**config.mk**
```make
export PLATFORM = sky130hd
export DESIGN_NAME = pwm_duty_ctrl_flat
export DESIGN_NICKNAME = d
export VERILOG_FILES = /design/src/rtl/pwm_duty_ctrl_pkg.sv /design/src/rtl/pwm_duty_ctrl_if.sv /design/src/rtl/pwm_duty_ctrl_btn_debounce.sv /design/src/rtl/pwm_duty_ctrl.sv /design/src/flat_wrapper.sv
export SDC_FILE = /design/constraint.sdc
export NUM_CORES = 1
export LEC_CHECK = 0
export CORE_UTILIZATION = 60
export CTS_CLUSTER_DIAMETER = 100
export DETAILED_ROUTE_END_ITERATION = 12
export PLACE_DENSITY_LB_ADDON = 0.05
export SYNTH_ARGS = -nofsm -noshare
export SYNTH_HDL_FRONTEND = slang
export SYNTH_SLANG_ARGS = --single-unit
```
**constraint.sdc**
```tcl
create_clock -name clk -period 3.2 [get_ports clk]
set_input_delay 0.96 -clock clk [delete_from_list [all_inputs] [get_ports clk]]
set_output_delay 0.96 -clock clk [all_outputs]
set_load 0.1 [all_outputs]
```
**src/rtl/pwm_duty_ctrl_pkg.sv**
```systemverilog
// Shared types and constants for the PWM duty controller: FSM encoding,
// duty code type and saturation limits.
package pwm_pkg;

  typedef enum logic [1:0] {MANUAL, RAMP_UP, RAMP_DOWN} duty_state_t;

  typedef logic [3:0] duty_t;

  localparam duty_t DUTY_MAX = 4'd15;
  localparam duty_t DUTY_MIN = 4'd0;

  // Counter width able to hold 0..terminal-1, never narrower than one bit.
  function automatic int unsigned cnt_width(input int unsigned terminal);
    return (terminal > 1) ? $clog2(terminal) : 1;
  endfunction

endpackage

```
**src/rtl/pwm_duty_ctrl_if.sv**
```systemverilog
// Control bundle between the duty controller and its environment:
// raw buttons and mode select in, registered duty code and flags out.
interface pwm_duty_ctrl_if;
  import pwm_pkg::*;

  logic  btn_up;
  logic  btn_down;
  logic  auto_en;
  duty_t duty_cycle;
  logic  at_max;
  logic  at_min;

  modport master (
    output btn_up, btn_down, auto_en,
    input  duty_cycle, at_max, at_min
  );

  modport slave (
    input  btn_up, btn_down, auto_en,
    output duty_cycle, at_max, at_min
  );

endinterface

```
**src/rtl/pwm_duty_ctrl_btn_debounce.sv**
```systemverilog
// Push-button conditioner: 2-flop synchroniser, stability counter and a
// one-cycle press pulse on each debounced rising edge.
module btn_debounce
  import pwm_pkg::*;
#(
  parameter int unsigned DEB_CYCLES = 8
) (
  input  logic clk,
  input  logic arst_n,
  input  logic btn_raw,
  output logic btn_level,
  output logic press_pulse
);

  localparam int unsigned      CNT_W    = cnt_width(DEB_CYCLES);
  localparam logic [CNT_W-1:0] CNT_LAST = CNT_W'(DEB_CYCLES - 1);

  logic [1:0]       sync_q;
  logic             level_d;
  logic [CNT_W-1:0] cnt;
  logic             sync_level;

  assign sync_level = sync_q[1];

  // NOTE: non-blocking assignments make every flop sample its pre-edge value;
  // blocking ones here would collapse the two synchroniser stages into one.
  always_ff @(posedge clk or negedge arst_n) begin
    if (!arst_n) begin
      sync_q      <= '0;
      cnt         <= '0;
      btn_level   <= 1'b0;
      level_d     <= 1'b0;
      press_pulse <= 1'b0;
    end else begin
      sync_q <= {sync_q[0], btn_raw};
      if (sync_level == btn_level) begin
        cnt <= '0;
      end else if (cnt == CNT_LAST) begin
        cnt       <= '0;
        btn_level <= ~btn_level;
      end else begin
        cnt <= cnt + CNT_W'(1);
      end
      level_d     <= btn_level;
      press_pulse <= btn_level & ~level_d;
    end
  end

endmodule

```
**src/rtl/pwm_duty_ctrl.sv**
```systemverilog
// Duty-code source for the PWM generator: debounced up/down stepping in
// manual mode, or a 0..15..0 triangle sweep in auto mode.
module pwm_duty_ctrl
  import pwm_pkg::*;
#(
  parameter int unsigned CLK_FREQ    = 200_000_000,
  parameter int unsigned DEBOUNCE_MS = 10,
  parameter int unsigned RAMP_MS     = 2
) (
  input logic            clk,
  input logic            arst_n,
  pwm_duty_ctrl_if.slave bus
);

  localparam int unsigned      DEB_CYCLES  = CLK_FREQ / 1000 * DEBOUNCE_MS;
  localparam int unsigned      RAMP_CYCLES = CLK_FREQ / 1000 * RAMP_MS;
  localparam int unsigned      RAMP_W      = cnt_width(RAMP_CYCLES);
  localparam logic [RAMP_W-1:0] RAMP_LAST  = RAMP_W'(RAMP_CYCLES - 1);

  duty_state_t       state, state_next;
  duty_t             duty_q, duty_next;
  logic              at_max_q, at_min_q;
  logic [RAMP_W-1:0] ramp_cnt;
  logic              ramp_tick;
  logic              up_pulse, down_pulse;
  logic              up_level, down_level;
  logic              unused_levels;

  btn_debounce #(.DEB_CYCLES(DEB_CYCLES)) u_deb_up (
    .clk         (clk),
    .arst_n      (arst_n),
    .btn_raw     (bus.btn_up),
    .btn_level   (up_level),
    .press_pulse (up_pulse)
  );

  btn_debounce #(.DEB_CYCLES(DEB_CYCLES)) u_deb_down (
    .clk         (clk),
    .arst_n      (arst_n),
    .btn_raw     (bus.btn_down),
    .btn_level   (down_level),
    .press_pulse (down_pulse)
  );

  // Only the press pulses drive the duty; the levels are left for debug.
  assign unused_levels = up_level ^ down_level;

  assign ramp_tick = (state != MANUAL) && (ramp_cnt == RAMP_LAST);

  // NOTE: defaults first so every path assigns both outputs; a missing
  // assignment in always_comb would otherwise infer a latch.
  always_comb begin
    state_next = state;
    duty_next  = duty_q;
    case (state)
      MANUAL: begin
        if (up_pulse && !down_pulse && duty_q != DUTY_MAX)
          duty_next = duty_q + 4'd1;
        else if (down_pulse && !up_pulse && duty_q != DUTY_MIN)
          duty_next = duty_q - 4'd1;
        if (bus.auto_en) state_next = RAMP_UP;
      end
      RAMP_UP: begin
        if (!bus.auto_en) begin
          state_next = MANUAL;
        end else if (ramp_tick) begin
          if (duty_q != DUTY_MAX) begin
            duty_next = duty_q + 4'd1;
          end else begin
            state_next = RAMP_DOWN;
            duty_next  = duty_q - 4'd1;
          end
        end
      end
      RAMP_DOWN: begin
        if (!bus.auto_en) begin
          state_next = MANUAL;
        end else if (ramp_tick) begin
          if (duty_q != DUTY_MIN) begin
            duty_next = duty_q - 4'd1;
          end else begin
            state_next = RAMP_UP;
            duty_next  = duty_q + 4'd1;
          end
        end
      end
      default: state_next = MANUAL;
    endcase
  end

  always_ff @(posedge clk or negedge arst_n) begin
    if (!arst_n) begin
      state    <= MANUAL;
      duty_q   <= DUTY_MIN;
      at_max_q <= 1'b0;
      at_min_q <= 1'b1;
      ramp_cnt <= '0;
    end else begin
      state    <= state_next;
      duty_q   <= duty_next;
      // Flags come from the same next value, so they never lag the duty.
      at_max_q <= (duty_next == DUTY_MAX);
      at_min_q <= (duty_next == DUTY_MIN);
      if (state == MANUAL || ramp_tick) ramp_cnt <= '0;
      else                              ramp_cnt <= ramp_cnt + RAMP_W'(1);
    end
  end

  assign bus.duty_cycle = duty_q;
  assign bus.at_max     = at_max_q;
  assign bus.at_min     = at_min_q;

endmodule

```
**src/flat_wrapper.sv**
```systemverilog
// flat-port wrapper written by rule: the top's interface ports become plain ports
module pwm_duty_ctrl_flat import pwm_pkg::*;
#(
  parameter int unsigned CLK_FREQ    = 200_000_000,
  parameter int unsigned DEBOUNCE_MS = 10,
  parameter int unsigned RAMP_MS     = 2
)
  (clk, arst_n, bus_btn_up, bus_btn_down, bus_auto_en, bus_duty_cycle, bus_at_max, bus_at_min);
  pwm_duty_ctrl_if bus_i ();
  input logic clk;
  input logic arst_n;
  input wire logic [$bits(bus_i.btn_up)-1:0] bus_btn_up;
  input wire logic [$bits(bus_i.btn_down)-1:0] bus_btn_down;
  input wire logic [$bits(bus_i.auto_en)-1:0] bus_auto_en;
  output wire logic [$bits(bus_i.duty_cycle)-1:0] bus_duty_cycle;
  output wire logic [$bits(bus_i.at_max)-1:0] bus_at_max;
  output wire logic [$bits(bus_i.at_min)-1:0] bus_at_min;
  assign bus_i.btn_up = bus_btn_up;
  assign bus_i.btn_down = bus_btn_down;
  assign bus_i.auto_en = bus_auto_en;
  assign bus_duty_cycle = bus_i.duty_cycle;
  assign bus_at_max = bus_i.at_max;
  assign bus_at_min = bus_i.at_min;
  pwm_duty_ctrl #(.CLK_FREQ(CLK_FREQ), .DEBOUNCE_MS(DEBOUNCE_MS), .RAMP_MS(RAMP_MS)) u_core (.clk(clk), .arst_n(arst_n), .bus(bus_i));
endmodule
```
== Word-level counts from Yosys, hierarchy flattened ==
Index checks and enable logic that the tools add are counted.
Operators by class
  add/subtract/negate cells: 5
  equality and inequality tests: 14
  multiplexer cells: 22
  bitwise operators: 8
  reduce and logical (&&, ||, !) cells: 15
Operators with widths (count)
  $mux W21: 4
  $add A21 B1 Y21 const B: 2
  $eq A21 B21 Y1 const B: 2
  $mux W4: 8
  $add A19 B1 Y19 const B: 1
  $eq A19 B19 Y1 const B: 1
  $mux W19: 1
  $mux W2: 7
  $pmux W4 S3: 1
  $ne A3 B2 Y1 const B: 2
  $ne A3 B3 Y1 const B: 2
  $not A1 Y1: 6
  $pmux W2 S3: 1
  $logic_and A1 B1 Y1: 5
  $reduce_and A5 Y1: 1
  $add A4 B1 Y4 const B: 1
  $eq A4 B4 Y1 const B: 1
  $logic_not A4 Y1: 1
  $ne A4 B4 Y1 const B: 1
  $reduce_and A2 Y1: 2
  $reduce_bool A4 Y1: 1
  $sub A4 B1 Y4 const B: 1
  $and A1 B1 Y1: 2
  $eq A1 B1 Y1: 2
  7 further kinds: 8
Storage, ports and cells
  register bits: 79
  bits of input ports: 5

== Longest topological paths before layout ==
Gate-level depths: netlist (run 1).
  word-level depth: 7
  gate-level depth with buffers: 9
  depth with buffers taken out: 8

== Modules after synthesis ==
A second synthesis (run 1) with hierarchy kept.
Second synthesis, totals
  cells, all modules: 418
  area, all modules: 4141.5 um^2
By module, submodules not included
  btn_debounce: instances 2, cells an instance 119, area an instance 1234.9 um^2, sequential area each 650.6 um^2
  pwm_duty_ctrl: instances 1, cells an instance 180, area an instance 1671.6 um^2, sequential area each 676.9 um^2

== Worst setup path after synthesis (run 1) ==
OpenSTA, ideal clock, no wires.
  path kind: reg2reg
  start point: register u_core.duty_q[0] (netlist: u_core.bus.duty_cycle[0])
  end point: register u_core.at_min_q (netlist: u_core.bus.at_min)
  setup time: 0.090 ns
  data arrival time: 2.675 ns
  data required time: 3.110 ns
  slack: 0.435 ns
  cell stages (with the launch flop): 9
  clock period less this slack: 2.765 ns
  cells stage by stage: dfrtp_1 -> inv_1 -> ha_1 -> or3b_2 -> clkbuf_1 -> o21a_1 -> o2bb2ai_1 -> a221o_1 -> nor4_2
On the way
  longest elaborated chain between the ends: 6
  elaborated cells between the ends (all ways): 16
  classes of those cells: 2 x add/sub; 1 x eq/ne; 9 x mux; 4 x reduce/logical
RTL lines
  start, declared: RTL line pwm_duty_ctrl.sv:21  | duty_t duty_q, duty_next;
  start signal, assigned: RTL line pwm_duty_ctrl.sv:100  | duty_q <= duty_next;
  $add A4 B1 Y4, or another cell as far along: RTL line pwm_duty_ctrl.sv:58, pwm_duty_ctrl.sv:68, pwm_duty_ctrl.sv:83
  $mux W4, or another cell as far along: RTL line pwm_duty_ctrl.sv:79  | if (duty_q != DUTY_MIN) begin
  $mux W4 (on tied branches): RTL line pwm_duty_ctrl.sv:78, pwm_duty_ctrl.sv:59, pwm_duty_ctrl.sv:66
  $mux W4 (on tied branches): RTL line pwm_duty_ctrl.sv:76, pwm_duty_ctrl.sv:57, pwm_duty_ctrl.sv:64
  $pmux W4 S3 (*): RTL line pwm_duty_ctrl.sv:55  | case (state)
  named net u_core.duty_next[1]: RTL line pwm_duty_ctrl.sv:21
  $logic_not A4 Y1 (*): RTL line pwm_duty_ctrl.sv:103  | at_min_q <= (duty_next == DUTY_MIN);
  end signal, assigned: RTL line pwm_duty_ctrl.sv:103
  end, declared: RTL line pwm_duty_ctrl.sv:22  | logic at_max_q, at_min_q;
The timed path passes the listed nets; every way through them passes the cells marked *.
A chain may end at the register's enable or synchronous reset.

== Final worst setup path (run 1) ==
  start point: register u_core.ramp_cnt[10]
  end point: register u_core.at_min_q (netlist: u_core.bus.at_min)
On the way
  longest elaborated chain between the ends: 6
  elaborated cells between the ends (all ways): 8
  classes of those cells: 1 x eq/ne; 5 x mux; 2 x reduce/logical
RTL lines
  start, declared: RTL line pwm_duty_ctrl.sv:23  | logic [RAMP_W-1:0] ramp_cnt;
  start signal, assigned: RTL line pwm_duty_ctrl.sv:105  | else ramp_cnt <= ramp_cnt + RAMP_W'(1);
  $eq A19 B19 Y1 (*): RTL line pwm_duty_ctrl.sv:48  | assign ramp_tick = (state != MANUAL) && (ramp_cnt == RAMP_LAST);
  $logic_and A1 B1 Y1 (*): RTL line pwm_duty_ctrl.sv:48
  $mux W4 (on tied branches): RTL line pwm_duty_ctrl.sv:78, pwm_duty_ctrl.sv:66
  $mux W4 (on tied branches): RTL line pwm_duty_ctrl.sv:76, pwm_duty_ctrl.sv:64
  $pmux W4 S3 (*): RTL line pwm_duty_ctrl.sv:55
  named net u_core.duty_next[1]: RTL line pwm_duty_ctrl.sv:21
  $logic_not A4 Y1 (*): RTL line pwm_duty_ctrl.sv:103
Marked as above.

==> results.sh, run 1 <==
export IMPL_status="finished, final reports clean"
export IMPL_synth_compound_area_share=0.0602
export IMPL_synth_seq_cells=79
export IMPL_holdWs_ns=0.352
export IMPL_grt_antenna_before_repair=0
export IMPL_fp_dieH_um=83.8
export IMPL_hold_class="reg2reg"
export IMPL_syn_area_um2=4010
export IMPL_synth_xor_xnor_area_share=0.127
export IMPL_startpoint_type="register"
export IMPL_muxShareOfSynthArea=0.0106
export IMPL_maxCapViolCount=0
export IMPL_wl_um=7060
export IMPL_drc_errors=0
export IMPL_insertion_delay_ns=0.35
export IMPL_post_route_util=0.685
export IMPL_die_area_um2=7010
export IMPL_layout_common_cells="nor2_1 (78), dfrtp_1 (78), xor2_1 (35), nand3_1 (28), nand2_1 (26)"
export IMPL_synth_flop_cell="dfrtp_1"
export IMPL_grt_pass1_vias=2744
export IMPL_ir_drop_mv=0.373
export IMPL_yosysSeqAreaShare=0.493
export IMPL_port_buffers=10
export IMPL_path_clk_slew_ns=0.09
export IMPL_multiInputGateArea_um2=1920
export IMPL_synth_top_family_by_area="simple AND/OR/NAND/NOR gates"
export IMPL_place_gp_congestion=0.833
export IMPL_fin_nets=426
export IMPL_fin_skew_ns=0.0163
export IMPL_ys_warn_count=0
export IMPL_postSynthAreaPerCell_um2=9.88
export IMPL_fillCellCount=514
export IMPL_htree_levels=3
export IMPL_synthSimpleGateAreaFrac=0.262
export IMPL_grt_pass1_wl_um=12400
export IMPL_cts_root_buf="clkbuf_8"
export IMPL_critPathArrivalTime_ns=2.74
export IMPL_grt_max_degree=80
export IMPL_initial_core_util=0.628
export IMPL_cts_setup_buffers=0
export IMPL_diodes=0
export IMPL_rsz0062_at_grt="false"
export IMPL_seqCellArea_um2=1980
export IMPL_path_class="reg2reg"
export IMPL_firstDrtPassIters=5
export IMPL_cts_path_max_buffers=2
export IMPL_synth_fa_ha_area_frac=0.0184
export IMPL_critPathRequiredTime_ns=3.47
export IMPL_route_vias_total=2817
export IMPL_cts_buffers=9
export IMPL_p_total_mw=2.08
export IMPL_fin_tns_setup_ns=0
export IMPL_slew_limit_headroom=0.363
export IMPL_fmax_mhz=404
export IMPL_drive_gt1_frac=0.102
export IMPL_overflow=0
export IMPL_core_um2=6390
export IMPL_syn_nets=416
export IMPL_slew_violations=0
export IMPL_async_reset_ff_frac=1.00
export IMPL_yosysTopAreaCellShare=0.487
export IMPL_path_max_fanout=5
export IMPL_syn_inst=406
export IMPL_tightest_slew_ns=0.955
export IMPL_cellLeakagePower_nw=1.91
export IMPL_cts_repair_resized=0
export IMPL_core_rowCount=29
export IMPL_end_kind="register"
export IMPL_setup_viol=0
export IMPL_synth_edf_count=0
export IMPL_grt_usage=0.219
export IMPL_clkSinkCount=79
export IMPL_period_minus_slack_ns=2.47
export IMPL_dp_hpwl_um=4630
export IMPL_first_iter_violations=108
export IMPL_cts_hold_buf=0
export IMPL_cts_tree="yes"
export IMPL_fp_dieW_um=83.8
export IMPL_wire_per_inst_um=14.2
export IMPL_ys_types=51
export IMPL_ios=11
export IMPL_power_per_cell_area_nw_per_um2=475
export IMPL_drtAntennaViolNets=0
export IMPL_fin_crit_sh=0.773
export IMPL_hold_violations=0
export IMPL_via_per_inst=5.66
export IMPL_syn2layout_area_growth_pct=9.08
export IMPL_yosysTopAreaCell="dfrtp_1"
export IMPL_ys_top_cells_by_area="dfrtp_1 (49%), xor2_1 (7.6%), nor2_1 (7.3%), xnor2_1 (5.0%), nand3_1 (3.5%)"
-- cell usage after synthesis (2+ instances only) --
| cell | n |
|---|---|
| ha_1 | 5 |
| o2bb2ai_1 | 4 |
| nor2_1 | 78 |
| nand2_1 | 26 |
| nor4_1 | 4 |
| xnor2_1 | 23 |
| inv_1 | 11 |
| nor4b_1 | 2 |
| nand2b_1 | 4 |
| nor3_1 | 7 |
| nand3_1 | 28 |
| and4_2 | 2 |
| nor4bb_1 | 2 |
| mux2i_1 | 2 |
| a21o_2 | 2 |
| and3_1 | 13 |
| o311ai_0 | 2 |
| o21ai_0 | 5 |
| o211ai_1 | 4 |
| nor2b_1 | 5 |
| clkbuf_1 | 9 |
| a21oi_1 | 5 |
| nand4_1 | 11 |
| and4_1 | 4 |
| dfrtp_1 | 78 |
| and2_1 | 7 |
| or2_2 | 2 |
| clkbuf_8 | 3 |
| xor2_1 | 35 |
| mux2_2 | 2 |
-- sequential cells by signal, summed over array words and instances, names as in the netlist, 2 cells and up --
signal and count:
u_core.bus.duty_cycle 4, u_core.ramp_cnt 19, u_core.state 2, u_core.u_deb_down.cnt 21, u_core.u_deb_down.sync_q 2, u_core.u_deb_up.cnt 21
u_core.u_deb_up.sync_q 2
-- metrics by stage --
step / instance area [µm²] / std cells / setup WS [ns]
2_1_floorplan: 4010 / 406 / 0.435
3_3_place_gp: 4120 / 482 / 0.451
3_5_place_dp: 4120 / 482 / 0.408
4_1_cts: 4370 / 498 / 0.708
5_1_grt: 4370 / 498 / 0.545
6_report: 4370 / 498 / 0.728
-- where the power goes --
part / switching [mW] / total [mW] / internal [mW]
Combinational: 0.0834 / 0.116 / 0.0324
Clock: 0.382 / 0.927 / 0.545
Sequential: 0.0196 / 1.03 / 1.01
Total: 0.484 / 2.08 / 1.59
-- cells by family (layout without fill, tap and decap cells) --
family	Yosys count	count (layout)
DFF	79	79
and+or+nand+nor	205	205
buffers and inverters	23	38
muxes	4	4
AOI/OAI and AO/OA	31	31
xor gates and xnor gates	58	58
adders and majority gates	6	6
-- layer usage --
| metal | wire (µm) | vias up | share of wire | track usage |
|---|---|---|---|---|
| met5 | 0 | - | 0 | 0 |
| met4 | 59 | 0 | 0.0084 | 0.0724 |
| met3 | 202 | 6 | 0.029 | 0.0495 |
| met2 | 3370 | 40 | 0.48 | 0.358 |
| met1 | 3440 | 1364 | 0.49 | 0.290 |
| li1 | - | 1407 | - | - |
-- layout make-up --
type                       instances  area share
sequential                        79       0.452
multi-input combinational        304       0.438
clock buffer                      10      0.0315
clock inverter                     6      0.0263
tap                               77      0.0220
timing repair buffer              11      0.0206
inverter                          11     0.00944
-- path summary, 6_finish.rpt --
check / cells past startpoint / from / slack (ns) / end
min in group asynchronous: 1 / arst_n / 0.74 / u_core.ramp_cnt[17]
max reg2reg: 6 / u_core.ramp_cnt[10] / 0.73 / u_core.bus.at_min
max: 6 / u_core.ramp_cnt[10] / 0.73 / u_core.bus.at_min
min: 0 / u_core.u_deb_up.sync_q[0] / 0.35 / u_core.u_deb_up.sync_q[1]
max in group asynchronous: 1 / arst_n / 1.83 / u_core.u_deb_down.sync_q[1]
min reg2reg: 0 / u_core.u_deb_up.sync_q[0] / 0.35 / u_core.u_deb_up.sync_q[1]
-- critical path: stages (launching register included) --
cell and delay [ns]:
dfrtp_1 0.42, or4_4 0.56, nor4_4 0.32, nand3_2 0.18, maj3_2 0.33, a221o_1 0.33, nor4_2 0.26
Note: power is estimated with default switching activity, not from simulation.
==> run 2, diff against run 1 <==
==> constraint.sdc (replaced) <==
create_clock -name clk -period 2.28 [get_ports clk]
set_input_delay 0.684 -clock clk [delete_from_list [all_inputs] [get_ports clk]]
set_output_delay 0.684 -clock clk [all_outputs]
set_load 0.1 [all_outputs]
==> results.sh, run 2 (synthesized netlist as in run 1, its figures left out) <==
export IMPL_drc_errors=0
export IMPL_reg_top3="u_core.u_deb_down.cnt x21, u_core.u_deb_up.cnt x21, u_core.ramp_cnt x19"
export IMPL_comb_power_share=0.080
export IMPL_dp_cells=499
export IMPL_path_clk_slew_ns=0.08
export IMPL_holdWs_ns=0.242
export IMPL_ir_drop_mv=0.540
export IMPL_slowest_stage="or4_4"
export IMPL_dp_hpwl_um=5130
export IMPL_grt_antenna_before_repair=0
export IMPL_core_um2=6390
export IMPL_final_common_cell="nor2_1"
export IMPL_path_max_fanout=5
export IMPL_maxCapViolCount=0
export IMPL_core_rowCount=29
export IMPL_end_kind="register"
export IMPL_grt_max_degree=34
export IMPL_cts_root_buf="clkbuf_8"
export IMPL_p_total_mw=2.69
export IMPL_setup_viol=0
export IMPL_first_iter_violations=145
export IMPL_hold_violations=0
export IMPL_hold_class="in2async"
export IMPL_fin_nets=447
export IMPL_path_class="reg2reg"
export IMPL_status="finished, final reports clean"
export IMPL_critPathTopFamily="simple AND/OR/NAND/NOR gates"
export IMPL_htree_levels=3
export IMPL_ios=11
export IMPL_design_area_um2=4590
export IMPL_fin_crit_sh=0.975
export IMPL_cts_tree="yes"
export IMPL_diodes=0
export IMPL_layout_common_cells="nor2_1 (78), dfrtp_1 (74), xor2_1 (35), nand3_1 (28), nand2_1 (26)"
export IMPL_firstDrtPassIters=4
export IMPL_place_area_um2=4370
export IMPL_fin_skew_ns=0.00959
export IMPL_grt_usage=0.238
export IMPL_rsz0062_at_grt="true"
export IMPL_fin_cells=519
export IMPL_fp_dieH_um=83.8
export IMPL_fin_tns_setup_ns=0
export IMPL_seqPwrFrac=0.538
export IMPL_tightest_slew_ns=0.474
export IMPL_clkSinkCount=79
export IMPL_drtAntennaViolNets=0
export IMPL_post_route_util=0.719
export IMPL_critPathRequiredTime_ns=2.52
export IMPL_path_cells="or4_4, nor4_4, nand3_2, maj3_2, a221o_1, and4_1"
export IMPL_syn2layout_area_growth_pct=14.5
export IMPL_critPathArrivalTime_ns=2.46
export IMPL_slowest_delay_ns=0.54
export IMPL_place_gp_congestion=0.857
export IMPL_overflow=0
export IMPL_startpoint_type="register"
export IMPL_cellLeakagePower_nw=2.01
export IMPL_cp_buffers_inverters=0
export IMPL_cts_buffers=9
export IMPL_fmax_mhz=450
export IMPL_wire_per_inst_um=14.6
export IMPL_power_per_cell_area_nw_per_um2=586
export IMPL_drive_gt1_frac=0.156
export IMPL_initial_core_util=0.628
export IMPL_period_minus_slack_ns=2.22
export IMPL_slew_limit_headroom=0.683
export IMPL_intPower_mw=2.04
export IMPL_cts_path_max_buffers=2
export IMPL_place_ws_ns=-0.157
export IMPL_wl_um=7560
export IMPL_grt_pass1_vias=2851
export IMPL_route_vias_total=2935
export IMPL_port_buffers=10
export IMPL_setup_slack_ns=0.0560
export IMPL_pwr_share_clk=0.382
export IMPL_slew_violations=0
export IMPL_insertion_delay_ns=0.35
export IMPL_grt_pass1_wl_um=13200
export IMPL_die_area_um2=7010
export IMPL_swShare=0.240
export IMPL_power_switching_uw=647
export IMPL_fp_dieW_um=83.8
export IMPL_via_per_inst=5.66
-- run 2: path summary, 6_finish.rpt --
kind | startpoint | endpoint | slack (ns) | depth (start not counted)
setup / recovery | u_core.ramp_cnt[10] | u_core.bus.at_max | 0.06 | 6
hold / removal | arst_n | u_core.ramp_cnt[11] | 0.24 | 1
setup reg to reg | u_core.ramp_cnt[10] | u_core.bus.at_max | 0.06 | 6
hold reg to reg | u_core.u_deb_down.sync_q[0] | u_core.u_deb_down.sync_q[1] | 0.35 | 0
max in group asynchronous | arst_n | u_core.u_deb_down.cnt[4] | 1.43 | 2
min in group clk | u_core.u_deb_down.sync_q[0] | u_core.u_deb_down.sync_q[1] | 0.35 | 0
-- run 2: cell type report --
| cell class | count | area (µm²) |
|---|---|---|
| fill | 497 | 1800 |
| multi-input combinational | 304 | 1930 |
| timing repair buffer | 32 | 335 |
| clock inverter | 3 | 42.5 |
| sequential | 79 | 1990 |
| tap | 77 | 96.3 |
| clock buffer | 13 | 149 |
| inverter | 11 | 46.3 |
-- run 2: what timing repair did --
item,in CTS,in global routing
setup endpoints to repair,0,3
gates resized for setup,0,2
buffers inserted,0,4
hold buffers,0,0
-- run 2: power groups by stage --
stage / combinational [mW] / sequential, mW / clock (mW)
after floorplan: 0.0880 / 1.51 / 0
after global placement: 0.211 / 1.47 / 0
after detailed placement: 0.213 / 1.48 / 0
after CTS: 0.214 / 1.45 / 1.05
after global routing: 0.235 / 1.45 / 1.12
final: 0.215 / 1.45 / 1.03
-- run 2: layer usage --
| metal | wire (µm) | vias to the layer above | GRT usage |
|---|---|---|---|
| met4 | 152 | 0 | 0.0971 |
| met3 | 214 | 14 | 0.0564 |
| li1 | - | 1451 | - |
| met2 | 3650 | 49 | 0.375 |
| met1 | 3540 | 1421 | 0.318 |
| met5 | 0 | - | 0 |
==> run 3, diff against run 2 <==
--- a/config.mk
+++ b/config.mk
@@ -8,6 +8,7 @@
 export CORE_UTILIZATION = 60
 export CTS_CLUSTER_DIAMETER = 100
 export DETAILED_ROUTE_END_ITERATION = 12
+export GPL_TIMING_DRIVEN = 0
 export PLACE_DENSITY_LB_ADDON = 0.05
 export SYNTH_ARGS = -nofsm -noshare
 export SYNTH_HDL_FRONTEND = slang
==> results.sh, run 3 (synthesized netlist as in run 1, its figures left out) <==
export IMPL_cts_tree="yes"
export IMPL_place_area_um2=4260
export IMPL_wire_per_inst_um=14.1
export IMPL_maxCapViolCount=0
export IMPL_hold_class="in2async"
export IMPL_core_um2=6390
export IMPL_layout_common_cells="nor2_1 (78), dfrtp_1 (74), xor2_1 (35), nand3_1 (28), nand2_1 (26)"
export IMPL_core_rowCount=29
export IMPL_route_vias_total=2918
export IMPL_htree_levels=3
export IMPL_period_minus_slack_ns=2.29
export IMPL_violations="setup timing"
export IMPL_insertion_delay_ns=0.36
export IMPL_path_max_fanout=7
export IMPL_fin_crit_sh=1.00
export IMPL_first_iter_violations=104
export IMPL_ir_drop_mv=0.686
export IMPL_die_area_um2=7010
export IMPL_slew_violations=0
export IMPL_port_buffers=10
export IMPL_diodes=0
export IMPL_power_per_cell_area_nw_per_um2=584
export IMPL_fp_dieH_um=83.8
export IMPL_end_kind="register"
export IMPL_grt_pass1_vias=2748
export IMPL_fin_skew_ns=0.0104
export IMPL_hold_violations=0
export IMPL_path_clk_slew_ns=0.08
export IMPL_p_total_mw=2.66
export IMPL_overflow=0
export IMPL_rsz0062_at_grt="true"
export IMPL_slew_limit_headroom=0.373
export IMPL_cts_buffers=9
export IMPL_reg_top3="u_core.u_deb_down.cnt x21, u_core.u_deb_up.cnt x21, u_core.ramp_cnt x19"
export IMPL_final_common_cell="nor2_1"
export IMPL_status="complete, but fails checks"
export IMPL_grt_antenna_before_repair=0
export IMPL_fp_dieW_um=83.8
export IMPL_drive_gt1_frac=0.150
export IMPL_firstDrtPassIters=4
export IMPL_via_per_inst=5.66
export IMPL_place_gp_congestion=0.861
export IMPL_setup_slack_ns=-0.00880
export IMPL_tightest_slew_ns=0.945
export IMPL_drtAntennaViolNets=0
export IMPL_ios=11
export IMPL_cellLeakagePower_nw=1.97
export IMPL_setup_viol=1
export IMPL_cts_path_max_buffers=2
export IMPL_clkSinkCount=79
export IMPL_grt_pass1_wl_um=12400
export IMPL_cts_root_buf="clkbuf_8"
export IMPL_startpoint_type="register"
export IMPL_fmax_mhz=437
export IMPL_wl_um=7280
export IMPL_grt_usage=0.225
export IMPL_critPathRequiredTime_ns=2.53
export IMPL_critPathArrivalTime_ns=2.54
export IMPL_post_route_util=0.712
export IMPL_fin_nets=444
export IMPL_design_area_um2=4550
export IMPL_initial_core_util=0.628
export IMPL_path_class="reg2reg"
export IMPL_grt_max_degree=55
export IMPL_drc_errors=0
export IMPL_dp_hpwl_um=4930
export IMPL_holdWs_ns=0.231
export IMPL_syn2layout_area_growth_pct=13.4
==> run 3: what timing repair did <==
action	4_1_cts	5_1_grt
hold buffers	0	0
gates cloned	0	0
endpoints found under the setup margin	39	33
pin swaps	5	7
buffers inserted	5	2
resized for setup	23	7
==> run 3: where the power goes <==
part	switching, mW	leakage [nW]	internal [mW]
Sequential	0.0178	1.07	1.43
Clock	0.503	0.0977	0.509
Combinational	0.134	0.800	0.0670
Total	0.655	1.97	2.00
==> run 3: layout make-up <==
cell class | instances | area, µm²
flip-flops and latches | 79 | 1990
multi-input cells | 304 | 1970
fillers | 491 | 1840
repair buffers | 18 | 183
clock buffers | 11 | 131
well taps | 77 | 96.3
plain buffers | 11 | 78.8
clock inverters | 5 | 57.6
inverters | 11 | 46.3
==> run 3: path summary, 6_finish.rpt <==
kind / from / end / slack, ns / cells after the start
worst max-delay path: u_core.bus.duty_cycle[1] / u_core.bus.at_max / -0.009 / 8
worst min-delay path: arst_n / u_core.ramp_cnt[13] / 0.23 / 1
worst max register to register: u_core.bus.duty_cycle[1] / u_core.bus.at_max / -0.009 / 8
worst min register to register: u_core.u_deb_up.sync_q[0] / u_core.u_deb_up.sync_q[1] / 0.35 / 0
max in group asynchronous: arst_n / u_core.bus.at_min / 1.42 / 2
min in group clk: u_core.u_deb_up.sync_q[0] / u_core.u_deb_up.sync_q[1] / 0.35 / 0
==> run 3: layer usage <==
layer,track usage,up-vias,share of wire
met5,0,-,0
met4,0.0770,0,0.017
met3,0.0514,10,0.030
met2,0.361,39,0.48
met1,0.303,1425,0.48
li1,-,1444,-
==> run 3: worst max-delay path, cell delays in order, from the launching register on <==
cell,delay (ns)
dfrtp_4,0.53
inv_4,0.08
ha_4,0.17
or3b_4,0.37
clkbuf_2,0.17
o21a_1,0.18
o2bb2ai_1,0.11
a221o_1,0.37
and4_1,0.20
==> run 3: per-stage QoR <==
stage | setup slack, ns | std cells | setup TNS [ns]
CTS | -0.0867 | 514 | -0.105
global route | -0.0854 | 516 | -0.137
finish | -0.00880 | 516 | -0.00880
global placement | -2.71 | 493 | -181.60
floorplan | 0.00398 | 406 | 0
detailed placement | -0.370 | 494 | -9.11
